File: src/rtl/adc_pulse_gen_if.sv
// Control and sample bus of the synthetic ADC pulse source.
// The master drives the pulse requests; the slave is the pulse generator itself.
interface adc_pulse_gen_if #(
  parameter int unsigned SIZE_ADC_DATA = 12,
  parameter int unsigned CNT_W         = 16
);
  logic                     start;
  logic                     continuous;
  logic                     stop;
  logic [SIZE_ADC_DATA-1:0] amplitude;
  logic [SIZE_ADC_DATA-1:0] baseline;
  logic [CNT_W-1:0]         period;
  logic [SIZE_ADC_DATA-1:0] output_data;
  logic                     pulse_strobe;
  logic                     busy;
  logic [15:0]              pulse_count;

  modport master (
    output start, continuous, stop, amplitude, baseline, period,
    input  output_data, pulse_strobe, busy, pulse_count
  );

  modport slave (
    input  start, continuous, stop, amplitude, baseline, period,
    output output_data, pulse_strobe, busy, pulse_count
  );
endinterface

File: src/rtl/adc_pulse_gen.sv
// Synthetic detector-pulse source: linear rise, exponential decay on a latched baseline,
// single-shot or periodic with pile-up onto the decaying residual.
module adc_pulse_gen #(
  parameter int unsigned SIZE_ADC_DATA = 12,
  parameter int unsigned CNT_W         = 16,
  parameter int unsigned RISE_SHIFT    = 2,
  parameter int unsigned DECAY_SHIFT   = 4
) (
  input logic            clk,
  input logic            reset,
  adc_pulse_gen_if.slave bus
);

  localparam int unsigned VW = SIZE_ADC_DATA + 1;
  localparam int unsigned KW = RISE_SHIFT + 1;
  localparam logic [KW-1:0]            KLast  = KW'(1 << RISE_SHIFT);
  localparam logic [CNT_W-1:0]         PMin   = CNT_W'((1 << RISE_SHIFT) + 1);
  localparam logic [SIZE_ADC_DATA-1:0] OutMax = '1;

  typedef enum logic [1:0] {StIdle, StRise, StDecay, StGap} state_e;

  state_e                   state_q, state_d;
  logic [VW-1:0]            v_q, v_d, vbase_q, vbase_d, step_q, step_d, v_dec;
  logic [KW-1:0]            k_q, k_d;
  logic [SIZE_ADC_DATA-1:0] amp_q, amp_d, base_q, base_d, out_q, out_d;
  logic [CNT_W-1:0]         period_q, period_d, cnt_q, cnt_d, p_eff;
  logic [15:0]              pulse_count_q, pulse_count_d;
  logic                     pend_q, pend_d, strobe_q, busy_q, restart;
  logic [VW:0]              out_sum;

  function automatic logic [VW-1:0] sat_add(input logic [VW-1:0] a, input logic [VW-1:0] b);
    logic [VW:0] s;
    s = {1'b0, a} + {1'b0, b};
    return s[VW] ? {VW{1'b1}} : s[VW-1:0];
  endfunction

  always_comb begin
    state_d       = state_q;
    v_d           = v_q;
    vbase_d       = vbase_q;
    step_d        = step_q;
    k_d           = k_q;
    amp_d         = amp_q;
    base_d        = base_q;
    period_d      = period_q;
    cnt_d         = (state_q == StIdle) ? '0 : cnt_q + 1'b1;
    pulse_count_d = pulse_count_q;
    pend_d        = 1'b0;

    // Small decay steps fall back to -1 so the tail always reaches zero.
    if ((v_q >> DECAY_SHIFT) != '0) v_dec = v_q - (v_q >> DECAY_SHIFT);
    else if (v_q != '0)             v_dec = v_q - 1'b1;
    else                            v_dec = '0;

    p_eff   = (period_q < PMin) ? PMin : period_q;
    restart = bus.continuous && ((state_q == StDecay) || (state_q == StGap)) &&
              (cnt_q == p_eff - 1'b1);

    if (bus.stop) begin
      state_d = StIdle;
      v_d     = '0;
      cnt_d   = '0;
    end else begin
      unique case (state_q)
        StIdle: begin
          v_d = '0;
          if (bus.start) begin
            amp_d         = bus.amplitude;
            base_d        = bus.baseline;
            period_d      = bus.period;
            vbase_d       = '0;
            step_d        = VW'(bus.amplitude >> RISE_SHIFT);
            k_d           = KW'(1);
            v_d           = VW'(bus.amplitude >> RISE_SHIFT);
            state_d       = StRise;
            cnt_d         = CNT_W'(1);
            pulse_count_d = pulse_count_q + 1'b1;
            pend_d        = 1'b1;
          end
        end
        StRise: begin
          k_d = k_q + 1'b1;
          if (k_d == KLast) begin
            // Land exactly on the peak regardless of the truncated step.
            v_d     = sat_add(vbase_q, {1'b0, amp_q});
            state_d = StDecay;
          end else begin
            v_d = sat_add(v_q, step_q);
          end
        end
        StDecay: begin
          v_d = v_dec;
          if (v_dec == '0) state_d = bus.continuous ? StGap : StIdle;
        end
        StGap: begin
          v_d = '0;
          if (!bus.continuous) state_d = StIdle;
        end
        default: state_d = StIdle;
      endcase

      // Periodic restart stacks the new pulse on the current residual.
      if (restart) begin
        amp_d         = bus.amplitude;
        vbase_d       = v_q;
        step_d        = VW'(bus.amplitude >> RISE_SHIFT);
        v_d           = sat_add(v_q, VW'(bus.amplitude >> RISE_SHIFT));
        k_d           = KW'(1);
        state_d       = StRise;
        cnt_d         = CNT_W'(1);
        pulse_count_d = pulse_count_q + 1'b1;
        pend_d        = 1'b1;
      end
    end

    out_sum = {2'b00, base_q} + {1'b0, v_q};
    out_d   = (out_sum[VW:SIZE_ADC_DATA] != '0) ? OutMax : out_sum[SIZE_ADC_DATA-1:0];
  end

  always_ff @(posedge clk or negedge reset) begin
    if (!reset) begin
      state_q       <= StIdle;
      v_q           <= '0;
      vbase_q       <= '0;
      step_q        <= '0;
      k_q           <= '0;
      amp_q         <= '0;
      base_q        <= '0;
      period_q      <= '0;
      cnt_q         <= '0;
      pulse_count_q <= '0;
      pend_q        <= 1'b0;
      strobe_q      <= 1'b0;
      busy_q        <= 1'b0;
      out_q         <= '0;
    end else begin
      state_q       <= state_d;
      v_q           <= v_d;
      vbase_q       <= vbase_d;
      step_q        <= step_d;
      k_q           <= k_d;
      amp_q         <= amp_d;
      base_q        <= base_d;
      period_q      <= period_d;
      cnt_q         <= cnt_d;
      pulse_count_q <= pulse_count_d;
      pend_q        <= pend_d;
      strobe_q      <= pend_q && !bus.stop;
      busy_q        <= (state_d != StIdle);
      out_q         <= out_d;
    end
  end

  assign bus.output_data  = out_q;
  assign bus.pulse_strobe = strobe_q;
  assign bus.busy         = busy_q;
  assign bus.pulse_count  = pulse_count_q;

endmodule

File: src/flat_wrapper.sv
// flat-port wrapper written by rule: the top's interface ports become plain ports
module adc_pulse_gen_flat 
#(
  parameter int unsigned SIZE_ADC_DATA = 12,
  parameter int unsigned CNT_W         = 16,
  parameter int unsigned RISE_SHIFT    = 2,
  parameter int unsigned DECAY_SHIFT   = 4
)
  (clk, reset, bus_start, bus_continuous, bus_stop, bus_amplitude, bus_baseline, bus_period, bus_output_data, bus_pulse_strobe, bus_busy, bus_pulse_count);
  adc_pulse_gen_if #(.SIZE_ADC_DATA(SIZE_ADC_DATA), .CNT_W(CNT_W)) bus_i ();
  input logic clk;
  input logic reset;
  input wire logic [$bits(bus_i.start)-1:0] bus_start;
  input wire logic [$bits(bus_i.continuous)-1:0] bus_continuous;
  input wire logic [$bits(bus_i.stop)-1:0] bus_stop;
  input wire logic [$bits(bus_i.amplitude)-1:0] bus_amplitude;
  input wire logic [$bits(bus_i.baseline)-1:0] bus_baseline;
  input wire logic [$bits(bus_i.period)-1:0] bus_period;
  output wire logic [$bits(bus_i.output_data)-1:0] bus_output_data;
  output wire logic [$bits(bus_i.pulse_strobe)-1:0] bus_pulse_strobe;
  output wire logic [$bits(bus_i.busy)-1:0] bus_busy;
  output wire logic [$bits(bus_i.pulse_count)-1:0] bus_pulse_count;
  assign bus_i.start = bus_start;
  assign bus_i.continuous = bus_continuous;
  assign bus_i.stop = bus_stop;
  assign bus_i.amplitude = bus_amplitude;
  assign bus_i.baseline = bus_baseline;
  assign bus_i.period = bus_period;
  assign bus_output_data = bus_i.output_data;
  assign bus_pulse_strobe = bus_i.pulse_strobe;
  assign bus_busy = bus_i.busy;
  assign bus_pulse_count = bus_i.pulse_count;
  adc_pulse_gen #(.SIZE_ADC_DATA(SIZE_ADC_DATA), .CNT_W(CNT_W), .RISE_SHIFT(RISE_SHIFT), .DECAY_SHIFT(DECAY_SHIFT)) u_core (.clk(clk), .reset(reset), .bus(bus_i));
endmodule
File: config.mk
export PLATFORM = sky130hd
export DESIGN_NAME = adc_pulse_gen_flat
export DESIGN_NICKNAME = d
export VERILOG_FILES = /design/src/rtl/adc_pulse_gen_if.sv /design/src/rtl/adc_pulse_gen.sv /design/src/flat_wrapper.sv
export SDC_FILE = /design/constraint.sdc
export NUM_CORES = 1
export LEC_CHECK = 0
export CAP_MARGIN = 15
export CELL_PAD_IN_SITES_DETAIL_PLACEMENT = 1
export CELL_PAD_IN_SITES_GLOBAL_PLACEMENT = 2
export CORE_MARGIN = 2
export CORE_UTILIZATION = 25
export DETAILED_ROUTE_END_ITERATION = 16
export GPL_ROUTABILITY_DRIVEN = 0
export PLACE_DENSITY = 0.59
export SLEW_MARGIN = 20
export SYNTH_ARGS = -nofsm -noshare
export SYNTH_HDL_FRONTEND = slang
export SYNTH_SLANG_ARGS = --single-unit
File: constraint.sdc
create_clock -name clk -period 11.4 [get_ports clk]
set_input_delay 1.71 -clock clk [delete_from_list [all_inputs] [get_ports clk]]
set_output_delay 1.71 -clock clk [all_outputs]
set_load 0.02 [all_outputs]
* After elaboration in Yosys (flattened, before gate mapping)
Index checks and enable logic that the tools add are counted.
Storage, ports and cells: output and inout port bits 30, bits of input ports 45, logic and storage cells 93, register bits 131
Operators by class: $lt $le $gt $ge 1, eq/ne operators 6, add/subtract/negate cells 10, muxes and demuxes 44, bitwise gates (word level) 1, reduce and logical (&&, ||, !) cells 17
Operators by type and width (number):
- $mux 13 | 14
- $mux 16 | 9
- $pmux 13 s4 | 1
- $mux 12 | 4
- $add 16x1->16 const B | 2
- $reduce_bool 13->1 | 2
- $eq 16x16->1 | 1
- $lt 16x3->1 const B | 1
- $sub 16x1->16 const B | 1
- $add 12x13->14 | 1
- $add 13x10->14 | 1
- $add 13x12->14 | 1
- $add 13x13->14 | 1
- $mux 2 | 7
- $logic_not 13->1 | 1
- $sub 13x1->13 const B | 1
- $sub 13x9->13 | 1
- $mux 10 | 1
- $reduce_and 3->1 | 3
- $pmux 2 s4 | 1
- $reduce_bool 2->1 | 4
- $mux 3 | 2
- $pmux 3 s2 | 1
- $eq 2x2->1 const B | 2
- other kinds (11) | 16

* Logic depth before layout (Yosys ltp)
word-level depth 9, depth in mapped cells 16, gate-level depth less buffers 13

* Worst setup path before layout
OpenSTA, ideal clock, no wires.
path type flip-flop to flip-flop, from reg u_core.period_q[6], to reg u_core.amp_q[0], period minus slack after synthesis 4107 ps, data arrival time 3982 ps, stages on the path, launching flop included 17, setup time 125 ps, buffers on the path 3, required time 11275 ps, slack 7293 ps, path through dfrtp_1 > buf_6 > or4_1 > buf_4 > nor4_4 > a21oi_1 > ha_1 > nor4b_1 > o2111ai_1 > xnor2_1 > or4b_1 > nor4_4 > and3_1 > buf_4 > a21oi_2 > inv_1 > mux2_2
On the way: cells in the longest elaborated chain, start to end 7, elaborated cells on any way between the ends 9, those cells by class 1 x add/sub; 1 x order compare; 1 x eq/ne; 2 x mux; 4 x reduce/logical
RTL lines:
- start: declaration | RTL line adc_pulse_gen.sv:26 | logic [CNT_W-1:0] period_q, period_d, cnt_q, cnt_d, p_eff;
- start signal: assignment | RTL line adc_pulse_gen.sv:144 | period_q <= period_d;
- $lt 16x3->1 | RTL line adc_pulse_gen.sv:55 | p_eff = (period_q < PMin) ? PMin : period_q;
- $mux 16 (*) | RTL line adc_pulse_gen.sv:55
- $sub 16x1->16 (*) | RTL line adc_pulse_gen.sv:57 | (cnt_q == p_eff - 1'b1);
- $eq 16x16->1 (*) | RTL line adc_pulse_gen.sv:57
- $logic_and 1x1->1 (*) | RTL line adc_pulse_gen.sv:56 | restart = bus.continuous && ((state_q == StDecay) || (state_q == StGap)) &&
- $reduce_bool 2->1 (no source line)
- $reduce_and 3->1 (no source line)
- end signal: assignment | RTL line adc_pulse_gen.sv:142 | amp_q <= amp_d;
- end: declaration | RTL line adc_pulse_gen.sv:25 | logic [SIZE_ADC_DATA-1:0] amp_q, amp_d, base_q, base_d, out_q, out_d;
Every way passes the cells marked *; elsewhere a longest branch is shown, timed or not. A chain may end at the register's enable or synchronous reset.

* Worst setup path after layout
from reg u_core.period_q[8], to reg u_core.pulse_count_q[1], in the netlist u_core.bus.pulse_count[1]
On the way: cells in the longest elaborated chain, start to end 7, elaborated cells on any way between the ends 9, those cells by class 1 x add/sub; 1 x order compare; 1 x eq/ne; 2 x mux; 4 x reduce/logical
RTL lines:
- $lt 16x3->1 | RTL line adc_pulse_gen.sv:55
- $mux 16 (*) | RTL line adc_pulse_gen.sv:55
- $sub 16x1->16 (*) | RTL line adc_pulse_gen.sv:57
- $eq 16x16->1 (*) | RTL line adc_pulse_gen.sv:57
- $logic_and 1x1->1 (*) | RTL line adc_pulse_gen.sv:56
- $reduce_bool 2->1 (no source line)
- $reduce_and 3->1 (no source line)
- end signal: assignment | RTL line adc_pulse_gen.sv:146 | pulse_count_q <= pulse_count_d;
- end: declaration | RTL line adc_pulse_gen.sv:27 | logic [15:0] pulse_count_q, pulse_count_d;
Marked as above.

==> summary.txt <==
Power
  – Pwr Density: around 210 nW/um^2
  – Static Leak: 4.57 nW
  – VDD IR max: roughly 0.0001 V

Synth
  – Seq/Total Area, Yosys: about a third
  – Synthesized instance count: around 1000
  – Yosys warning count: 0
  – Synthesized area: roughly 8900 um^2
  – Syn_area_per_cell: about 8.6 um^2
  – Syn_nets: 1141
  – Most instantiated cells after synthesis: 129 x nand2_1, 118 x dfrtp_1, 83 x nor2_1
  – Synth Register Bits: 118
  – Area leader, netlist: dfrtp_1
  – Distinct cells, synth: 80
  – Most frequent cell after synthesis: nand2_1
  – Post-synth top flop: dfrtp_1
  – Count of flip-flops with a built-in enable after synthesis: 0
  – Area contributors post-synth: dfrtp_1 33%, ha_1 8.3%, nand2_1 5.5%
  – Post-synth top area share: between 30% and 40%
  – Post-synth ARST share: 100%

Route
  – DR DRC count: 0
  – DR pass1 iterations: 6
  – DR vias: ~7800
  – Via-per-instance ratio: around 5.0
  – DRT Wirelength: between 30000 and 40000 um
  – Post-route ant nets: 0
  – WL/cell: 19.5 um
  – Initial DRC Count: 322

Floorplanning
  – FP Rows: 69
  – Die Wd: slightly below 200 um
  – Initial Utilization: between 20 and 30%
  – I/O pin count: 75
  – CORE AREA: roughly 35000 um^2
  – Die ar.: ~37000 um^2
  – Die height: a little under 200 um

Cells and area
  – Area taken by multi-input logic gates: around 5500 um^2
  – Area added between synthesis and finish: 19.6%
  – FF/Latch Area: just under 3000 um^2
  – Post-route cell area: between 10000 and 15000 um^2
  – FILL cells: about 4100
  – # nets final: around 1200
  – Finished Layout Cells: 1554
  – Share of cells above drive strength 1: between 6 and 7%
  – Number of diodes: 0

STA
  – Setup WS post-layout: 5850 ps
  – RSZ-0062 raised after global routing: false
  – Setup TNS: 0 ps
  – Max_slew headroom: ~39%
  – Max Freq: ~180 MHz
  – Final-report hold violation count: 0
  – Final min period: around 5600 ps
  – Final setup vio count: 0
  – Final Cycle Share: between 40% and 50%
  – Final Slew Violations: 0
  – Worst-Margin Slew: 911 ps
  – Setup Skew: roughly 17 ps

Flow run
  – Max Cap Viol: 0

Clock tree
  – Clk pin slew, worst setup/hold paths: around 60 ps
  – CTS buffer count: 17
  – Skew-Pair Late Insertion Delay: between 400 and 500 ps
  – H-tree depth: 4
  – CTS Hold Buffers Added: 0
  – Postcts setup bufs: 0
  – Clk buf depth: 2
  – Clock root buffer: clkbuf_16
  – CTS tree: yes
  – TritonCTS Sinks: 118
  – PostCTS Resize Cnt: 0

GRT
  – Antenna violations before repair: 0
  – GRT Total Usage: ~17%
  – Grt total ovfl: 0
  – First-pass GRT wire length: between 40000 and 50000 um
  – Largest net degree at the start of global routing: 77
  – Vias in the first global route: 8081

Hold path
  – Start point of the worst hold path: u_core.bus.pulse_count[15]$_DFFE_PN0P_
  – Worst Hold Class: reg -> reg

Critical path
  – Crit path required time: roughly 12000 ps
  – CP Max Fanout: 16
  – Critical path class: reg -> reg
  – Worst Setup End Kind: flip-flop
  – Startpoint types: flip-flop
  – Crit path arrival time: 5870 ps
  – Worst setup path start: u_core.period_q[8]$_DFFE_PN0P_
  – R2R Path Start: u_core.period_q[8]$_DFFE_PN0P_

Placement
  – DP Cell Count: about 1500
  – Port buffer count: 74
  – DP Area: approximately 10000 um^2
  – Place WS: 5770 ps
  – Dpl hpwl: between 20000 and 25000 um

Run status
  – Status: complete, no violations
## cells in the final DEF, fill, tap and decap left out, types with 17 or more instances in the layout
master           instances
inv_1                   40
xnor2_1                 30
dfrtp_1                118
a211oi_1                20
ha_1                    59
o21ai_0                 66
a21oi_1                 43
nor3_1                  20
nor2_1                  83
nand2_1                129
nand3_1                 56
xor2_1                  46
clkdlybuf4s50_1         73
clkbuf_16               17
## final timing paths
kind | end | slack (ps) | depth (start not counted)
min | u_core.bus.pulse_count[15]$_DFFE_PN0P_ | 480 | 1
max reg2reg | u_core.bus.pulse_count[1]$_DFFE_PN0P_ | 5850 | 13
min reg2reg | u_core.bus.pulse_count[15]$_DFFE_PN0P_ | 480 | 1
max in group asynchronous | u_core.period_q[9]$_DFFE_PN0P_ | 9020 | 2
max | u_core.bus.pulse_count[1]$_DFFE_PN0P_ | 5850 | 13
min in group asynchronous | u_core.bus.pulse_count[12]$_DFFE_PN0P_ | 1310 | 1
## state kept, by name, indices dropped and copies added (netlist names), 2 cells and up
signal                  count
u_core.cnt_q               16
u_core.amp_q               12
u_core.k_q                  3
u_core.bus.output_data     12
u_core.period_q            16
u_core.v_q                 13
u_core.bus.pulse_count     16
u_core.state_q              2
u_core.vbase_q             13
u_core.base_q              12
## where the power goes
part / leakage, nW / internal (W) / switching, W
Combinational: 2.75 / 0.000443 / 0.000591
Clock: 0.290 / 0.000356 / 0.000215
Sequential: 1.52 / 0.000507 / 0.000128
Total: 4.57 / 0.00131 / 0.000934
## cells by family after synthesis
group | Yosys count | synth area share (%)
flops | 118 | 33.3
simple gates | 402 | 22.3
mux | 18 | 2.51
xor+xnor | 76 | 7.50
fa+ha+maj | 64 | 9.44
compound gates | 262 | 20.5
buf+inv | 92 | 4.47
## critical path, cell delays in order (launching register included)
cell     delay [ps]
dfrtp_1         460
nor4_1          590
nand4_1         260
o21ai_0         230
ha_1            310
nor4b_1         650
nand4_1         270
and3_1          260
or4b_1          510
nor4_4          310
and3_1          670
a21oi_4         330
inv_1           220
mux2_2          350
## routing by layer
metal | track usage, % | up-vias | wire length [um]
met5 | 0 | - | 0
met4 | 3.44 | 0 | 263
met3 | 2.47 | 16 | 933
met2 | 25.8 | 100 | 13100
met1 | 25.1 | 3792 | 16000
li1 | - | 3842 | -
## metrics by stage
stage,hold WS [ps],util (%),total power [W]
after global placement,470,28.3,0.00168
after floorplan,439,-,0.00134
after global routing,502,30.1,0.00242
after CTS,488,30.1,0.00226
after detailed placement,474,28.3,0.00168
final,480,30.1,0.00224
## area by class of cell
cell class	instances	share of cell area (%)
sequential	118	27.8
timing repair buffer	79	7.34
multi-input combinational	822	52.2
clock inverter	11	1.40
tap	461	5.43
inverter	42	1.48
clock buffer	21	4.34
(Power assumes the default switching activity.)
